**config.mk**
```make
export PLATFORM = sky130hd
export DESIGN_NAME = seg_pattern_reader
export DESIGN_NICKNAME = d
export VERILOG_FILES = /design/src/rtl/seg_pkg.sv /design/src/rtl/seg_pattern_decode.sv /design/src/rtl/seg_pattern_reader.sv
export SDC_FILE = /design/constraint.sdc
export NUM_CORES = 1
export LEC_CHECK = 0
export CORE_ASPECT_RATIO = 1.2
export CORE_MARGIN = 1.5
export CORE_UTILIZATION = 46
export DETAILED_ROUTE_END_ITERATION = 7
export PLACE_DENSITY_LB_ADDON = 0.25
export SLEW_MARGIN = 10
export SYNTH_ARGS = -nofsm -noshare
export SYNTH_HDL_FRONTEND = slang
export SYNTH_SLANG_ARGS = --single-unit
```
**constraint.sdc**
```tcl
create_clock -name clk -period 2.1 [get_ports clk]
set_input_delay 0.42 -clock clk [delete_from_list [all_inputs] [get_ports clk]]
set_output_delay 0.42 -clock clk [all_outputs]
set_load 0.02 [all_outputs]
```
**src/rtl/seg_pkg.sv**
```systemverilog
// Shared constants for the multiplexed 7-segment display interface.
// Patterns are {a,b,c,d,e,f,g} with a as MSB, active-low (0 = segment lit).
package seg_pkg;

  localparam logic [6:0] SEG_0     = 7'b0000001;
  localparam logic [6:0] SEG_1     = 7'b1001111;
  localparam logic [6:0] SEG_2     = 7'b0010010;
  localparam logic [6:0] SEG_3     = 7'b0000110;
  localparam logic [6:0] SEG_4     = 7'b1001100;
  localparam logic [6:0] SEG_5     = 7'b0100100;
  localparam logic [6:0] SEG_6     = 7'b0100000;
  localparam logic [6:0] SEG_7     = 7'b0001111;
  localparam logic [6:0] SEG_8     = 7'b0000000;
  localparam logic [6:0] SEG_9     = 7'b0000100;
  localparam logic [6:0] SEG_BLANK = 7'b1111111;

  typedef enum logic [1:0] {
    IDLE,
    SETTLE,
    HOLD
  } reader_state_t;

endpackage

```
**src/rtl/seg_pattern_decode.sv**
```systemverilog
// Combinational decode of one active-low 7-segment pattern into a BCD value.
// Blank and undecodable patterns both report value 0 and raise their own flag.
module seg_pattern_decode
  import seg_pkg::*;
(
  input  logic [6:0] i_pattern,
  output logic [3:0] o_value,
  output logic       o_blank,
  output logic       o_invalid
);

  always_comb begin
    // NOTE: every output gets a default before the case so no path can infer a latch.
    o_value   = 4'd0;
    o_blank   = 1'b0;
    o_invalid = 1'b0;
    case (i_pattern)
      SEG_0:     o_value = 4'd0;
      SEG_1:     o_value = 4'd1;
      SEG_2:     o_value = 4'd2;
      SEG_3:     o_value = 4'd3;
      SEG_4:     o_value = 4'd4;
      SEG_5:     o_value = 4'd5;
      SEG_6:     o_value = 4'd6;
      SEG_7:     o_value = 4'd7;
      SEG_8:     o_value = 4'd8;
      SEG_9:     o_value = 4'd9;
      SEG_BLANK: o_blank = 1'b1;
      default:   o_invalid = 1'b1;
    endcase
  end

endmodule

```
**src/rtl/seg_pattern_reader.sv**
```systemverilog
// Receiving end of a multiplexed 7-segment display: waits for each strobed
// pattern to be stable, decodes it and publishes per-digit values and flags.
module seg_pattern_reader
  import seg_pkg::*;
#(
  parameter int NUM_DIGITS    = 4,
  parameter int STABLE_CYCLES = 4
) (
  input  logic                    clk,
  input  logic                    rst,
  input  logic [6:0]              seg_n,
  input  logic [NUM_DIGITS-1:0]   digit_en,
  input  logic                    err_clr,
  output logic [4*NUM_DIGITS-1:0] digits,
  output logic [NUM_DIGITS-1:0]   blank,
  output logic [NUM_DIGITS-1:0]   err,
  output logic                    upd_valid,
  output logic [2:0]              upd_digit,
  output logic [3:0]              upd_value,
  output logic                    frame_done
);

  localparam int CW = (STABLE_CYCLES < 2) ? 1 : $clog2(STABLE_CYCLES + 1);
  localparam int SW = NUM_DIGITS + 7;

  reader_state_t           r_state;
  logic [CW-1:0]           r_cnt;
  logic [SW-1:0]           r_sample;
  logic [NUM_DIGITS-1:0]   r_mask;
  logic [4*NUM_DIGITS-1:0] r_digits;
  logic [NUM_DIGITS-1:0]   r_blank;
  logic [NUM_DIGITS-1:0]   r_err;
  logic                    r_upd_valid;
  logic [2:0]              r_upd_digit;
  logic [3:0]              r_upd_value;
  logic                    r_frame_done;

  logic [SW-1:0]         w_in;
  logic                  w_match;
  logic                  w_onehot;
  logic [2:0]            w_index;
  logic [3:0]            w_value;
  logic                  w_blank;
  logic                  w_invalid;
  logic                  w_capture;
  logic [NUM_DIGITS-1:0] w_mask_next;
  logic                  w_frame;

  seg_pattern_decode u_decode (
    .i_pattern (seg_n),
    .o_value   (w_value),
    .o_blank   (w_blank),
    .o_invalid (w_invalid)
  );

  assign w_in        = {digit_en, seg_n};
  assign w_match     = (w_in == r_sample);
  assign w_onehot    = (digit_en != '0) && ((digit_en & (digit_en - NUM_DIGITS'(1))) == '0);
  // A match while settling implies the strobe is the same one-hot value that started the window.
  assign w_capture   = (r_state == SETTLE) && w_match && (r_cnt == CW'(STABLE_CYCLES));
  assign w_mask_next = r_mask | digit_en;
  assign w_frame     = w_capture && (&w_mask_next);

  always_comb begin
    w_index = 3'd0;
    for (int i = 0; i < NUM_DIGITS; i++) begin
      if (digit_en[i]) w_index = w_index | 3'(i);
    end
  end

  // NOTE: all state here is updated with non-blocking assignments so every register sees pre-edge values.
  always_ff @(posedge clk or posedge rst) begin
    if (rst) begin
      r_state      <= IDLE;
      r_cnt        <= '0;
      r_sample     <= '1;
      r_mask       <= '0;
      r_digits     <= '0;
      r_blank      <= '1;
      r_err        <= '0;
      r_upd_valid  <= 1'b0;
      r_upd_digit  <= 3'd0;
      r_upd_value  <= 4'd0;
      r_frame_done <= 1'b0;
    end else begin
      r_sample     <= w_in;
      r_upd_valid  <= w_capture;
      r_frame_done <= w_frame;
      // A fresh error wins over a simultaneous clear.
      r_err <= (err_clr ? '0 : r_err) | ((w_capture && w_invalid) ? digit_en : '0);

      case (r_state)
        IDLE: begin
          if (w_onehot) begin
            r_state <= SETTLE;
            r_cnt   <= CW'(1);
          end else begin
            r_cnt <= '0;
          end
        end
        SETTLE: begin
          if (!w_onehot) begin
            r_state <= IDLE;
            r_cnt   <= '0;
          end else if (!w_match) begin
            r_cnt <= CW'(1);
          end else if (r_cnt == CW'(STABLE_CYCLES)) begin
            r_state <= HOLD;
          end else begin
            r_cnt <= r_cnt + CW'(1);
          end
        end
        HOLD: begin
          if (!w_match) begin
            if (w_onehot) begin
              r_state <= SETTLE;
              r_cnt   <= CW'(1);
            end else begin
              r_state <= IDLE;
              r_cnt   <= '0;
            end
          end
        end
        default: begin
          r_state <= IDLE;
          r_cnt   <= '0;
        end
      endcase

      if (w_capture) begin
        r_upd_digit <= w_index;
        r_upd_value <= (w_blank || w_invalid) ? 4'd0 : w_value;
        r_mask      <= w_frame ? '0 : w_mask_next;
        for (int i = 0; i < NUM_DIGITS; i++) begin
          if (digit_en[i]) begin
            r_blank[i] <= w_blank;
            if (!w_invalid) r_digits[4*i +: 4] <= w_value;
          end
        end
      end
    end
  end

  assign digits     = r_digits;
  assign blank      = r_blank;
  assign err        = r_err;
  assign upd_valid  = r_upd_valid;
  assign upd_digit  = r_upd_digit;
  assign upd_value  = r_upd_value;
  assign frame_done = r_frame_done;

endmodule

```
Word level (Yosys, flattened, before mapping)

Index checks and enable logic that the tools add are counted.

Flip-flop bits (word level): 53
Bits of input ports: 14

Add/subtract/negate cells: 2
Eq/ne operators: 19
Multiplexer cells: 23
Bitwise logic cells: 3
Reductions and logical operators: 22

Operator list:

| cell                                          | count |
|---|---|
| one-hot mux 4 bit (9 select lines)            | 1 |
| == test 7 bit, second input constant          | 3 |
| two-way mux 4 bit                             | 4 |
| == test 7 x 3 -> 1 bit, second input constant | 2 |
| == test 7 x 6 -> 1 bit, second input constant | 2 |
| two-way mux 2 bit                             | 7 |
| two-way mux 3 bit                             | 4 |
| AND reduction 3 bit                           | 4 |
| == test 11 bit                                | 1 |
| OR reduction 11 bit                           | 1 |
| AND reduction 2 bit                           | 5 |
| one-hot mux 3 bit (3 select lines)            | 1 |
| OR 4 bit                                      | 2 |
| AND reduction 4 bit                           | 2 |
| == test 7 x 1 -> 1 bit, second input constant | 1 |
| == test 7 x 4 -> 1 bit, second input constant | 1 |
| == test 7 x 5 -> 1 bit, second input constant | 1 |
| logical NOT 7 bit                             | 1 |
| one-hot mux 2 bit (3 select lines)            | 1 |
| logical AND 1 bit                             | 5 |
| two-way mux 1 bit                             | 5 |
| AND 4 bit                                     | 1 |
| logical NOT 4 bit                             | 1 |
| inequality test 2 bit, second input constant  | 2 |
| 11 further kinds                              | 11 |

Depth between registers and ports, before layout

Depth in word-level cells: 7
Depth in mapped cells: 10
Mapped depth without buffers: 7

Modules after synthesis

A second synthesis with hierarchy kept.

Cell total of the unflattened synthesis: 212
Area, all modules: 2488.6 µm²

By module, submodules not included:

| module             | times used | cells each | area an instance (µm²) |
|---|---|---|---|
| seg_pattern_reader | 1          | 185        | 2313.5 |
| seg_pattern_decode | 1          | 27         | 175.2 |

Worst setup path before layout

No wires, ideal clock.

Path type: input to register
From: input seg_n[1]
To: register r_digits[12] (netlist: digits[12])
Setup time: 0.128 ns
Arrival time: 1.843 ns
Path slack: 0.129 ns
Stages: 7
Cells stage by stage: buf_2 > and4_4 > and4_1 > a211o_1 > buf_6 > o211ai_2 > mux2_1

Cells in the longest elaborated chain, start to end: 4

Ends and longest elaborated chain:

| item                                                                        | line                      | text |
|---|---|---|
| start: declaration                                                          | seg_pattern_reader.sv:11  | `input logic [6:0] seg_n,` |
| parallel branches: the longest is 4 deep, another holds OR reduction 11 bit | --                        |  |
| end signal: indexed assignment                                              | seg_pattern_reader.sv:137 | `if (!w_invalid) r_digits[4*i +: 4] <= w_value;` |
| end: declaration                                                            | seg_pattern_reader.sv:30  | `logic [4*NUM_DIGITS-1:0] r_digits;` |

Several ways; the timed one is not identified.
A chain may end at the register's enable or synchronous reset.

Worst setup path in the final report

From: input seg_n[2]
To: register r_digits[4] (netlist: digits[4])

The elaborated chain is that of the path after synthesis.

==> reports/qor.csv <==
metric,value,unit
"area leader, netlist",dfrtp_1,
Chip Width,69.9,um
Worst Hold Class,input pin to register,
global-route total usage across every layer,20.9,%
Max Root-Sink Buffers,2,
Crit Path Max Fanout,9,
Commonest cells post-synth,"dfrtp_1, a21oi_1, dfstp_2",
Clock Pin Slew Worst Setup and Hold Paths,100,ps
area grow syn2layout,34.8,%
CP endpoint kind,register,
CTS root buffer,clkbuf_8,
fin crit share,98.5,%
Routed WL,5.82,mm
io pins,47,
"FFs w/ async S/R, synth",100,%
DP Area,3170,um2
# port buffers,45,
worst skew pair latency,310,ps
hold slack final,228,ps
largest net degree at the start of global routing,23,
PwrDens,575,nW/um2
"Avg Cell Area, Syn",11.4,um2
ANT nets after route,0,
Max Fclk,484,MHz
first-pass GRT wire length,9.53,mm
crit path launch,seg_n[2],
final max-slew violation count,0,
clock sinks,52,
critical path class,input pin to register,
drt drc,0,
Netlist cell types,49,
Final Hold Violating Endpoints,0,
CTS Buf Count,5,
Yosys reg bits,52,
global route overflow,0,
final setup violation count,0,
max_cap viols,0,
Slew @ Worst Pin,797,ps
Max Clock Skew,6.07,ps
critical path's largest stage delay,340,ps
Critical Path RT,2300,ps
Static Leak,1.48,nW
Synth Flop Type,dfrtp_1,
post-synthesis sequential area ratio,53.5,%
vias in the first global route,1857,
relative slew slack,46.7,%
Reg2Reg Launch Point,r_sample[10],
hold wc startpoint,seg_n[4],
"top cells by area, synth","dfrtp_1, dfstp_2, a21oi_1, xor2_1, o2bb2ai_1",
Post-Syn Nets,232,
status,"complete, no violations",
DP Worst Slack,-468,ps
final instance area,3330,um2
initial antenna violation count,0,
drt first pass iters,5,
initial DRC count,115,
most frequent cell after synthesis,dfrtp_1,
Final nets,307,
number of diodes,0,
Starting Density,47.2,%
simple-gate share of the synthesized area,12.5,%
die height,83.2,um
"Min Clock Period, post-route",2070,ps
Synth warnings,0,
CTS tree,built,
synthesized area,2470,um2
Synth Area in Adders,1.01,%
Critical Path Source Type,input pin,
Rows,29,
Gate Count Post-Synth,216,
die area,5810,um2
largest family of logic cells by synthesized area,compound AO/OA/AOI/OAI gates,
core area,5230,um2
post-synth top area share,37.5,%
mux contribution to synthesized area,5.12,%
HPWL Detailed,4.03,mm
Vias,1904,
CTS H-Tree Depth,2,
CP Cell Sequence,dlygate4sd2_1 -> buf_4 -> xor2_1 -> nor4_2 -> and4_4 -> buf_12 -> o211ai_2 -> mux2_1,
Final WS setup,32.5,ps
peak supply drop,0.424,mV
layout cells sized above 1,30.1,%
final estimated routing congestion in global placement,0.801,
"Data arrival, critical path",2260,ps
area share of xor/xnor cells in the synthesized design,4.61,%
Vias/cell,5.38,
wire length per cell,16.4,um
slowest CP cell,and4_4,
"EDFF count, synth",0,
Synth Area in Compound Gates,16.5,%
==> report_power, final <==
group | switching [mW] | total [mW] | internal, mW
clock | 0.343 | 0.696 | 0.353
combinational | 0.104 | 0.185 | 0.0806
sequential | 0.00913 | 1.03 | 1.02
==> worst max-delay path: cells and delay by family <==
family	cells	cell delay [ps]
xor+xnor	1	160
compound gates	1	100
simple gates	2	650
buf+inv	3	590
mux	1	330
==> final timing paths <==
kind | to | slack, ps | cells after the start
max | digits[4] | 30 | 8
min | r_sample[4] | 230 | 1
max reg2reg | digits[4] | 90 | 6
min reg2reg | digits[7] | 510 | 1
max in group asynchronous | blank[0] | 1120 | 3
min in group asynchronous | digits[0] | 420 | 2
==> cells in the final DEF, fill, tap and decap left out, types with 8 or more instances in the layout <==
cell type and n:
a21oi_1 21, nand3_1 8, buf_4 34, dfstp_2 15, inv_1 11, dfrtp_1 37
o2bb2ai_1 8, nand2_1 12, clkdlybuf4s50_1 36, nor2_1 11, xor2_1 12
==> metal layers <==
metal | track usage [%] | vias up | wire (um)
li1 | - | 922 | -
met1 | 29.1 | 928 | 2630
met2 | 33.1 | 44 | 2840
met3 | 4.25 | 10 | 251
met4 | 6.29 | 0 | 93
met5 | 0 | - | 0
==> logic make-up (layout without fill, tap and decap cells) <==
| logic type | Yosys count | in the layout |
|---|---|---|
| buffers and inverters | 27 | 103 |
| and+or+nand+nor | 54 | 54 |
| adders and majority gates | 2 | 2 |
| DFF | 52 | 52 |
| AOI/OAI and AO/OA | 56 | 56 |
| other | 1 | 1 |
| xor gates and xnor gates | 13 | 13 |
| muxes | 11 | 11 |
==> state kept, by name, indices dropped and copies added, names as in the netlist <==
name / count
upd_value: 4
r_state: 2
upd_valid: 1
blank: 4
frame_done: 1
upd_digit: 2
digits: 16
r_mask: 4
err: 4
r_cnt: 3
r_sample: 11
==> stage by stage <==
step	power [mW]	util [%]	std cells	setup TNS, ps
3_3_place_gp	1.23	60.6	343	-11200
6_report	1.91	63.7	354	0
3_5_place_dp	1.24	60.6	343	-13010
2_1_floorplan	1.16	-	216	0
5_1_grt	1.99	63.7	354	-25.7
4_1_cts	1.92	63.0	353	0
==> repair_timing <==
action / CTS / global route
hold buffers: 0 / 0
gates cloned: 0 / 1
setup endpoints to repair: 29 / 14
setup buffers: 2 / 0
pin swaps: 3 / 3
resized for setup: 8 / 8
==> final cells by class <==
class | instances | area (um2)
Fill cell | 451 | 1900
Multi-Input combinational cell | 137 | 995
Sequential cell | 52 | 1320
Clock buffer | 5 | 68.8
Tap cell | 62 | 77.6
Clock inverter | 3 | 42.5
Inverter | 12 | 45.0
Timing Repair Buffer | 83 | 778
Note: power is estimated with default switching activity, not from simulation.
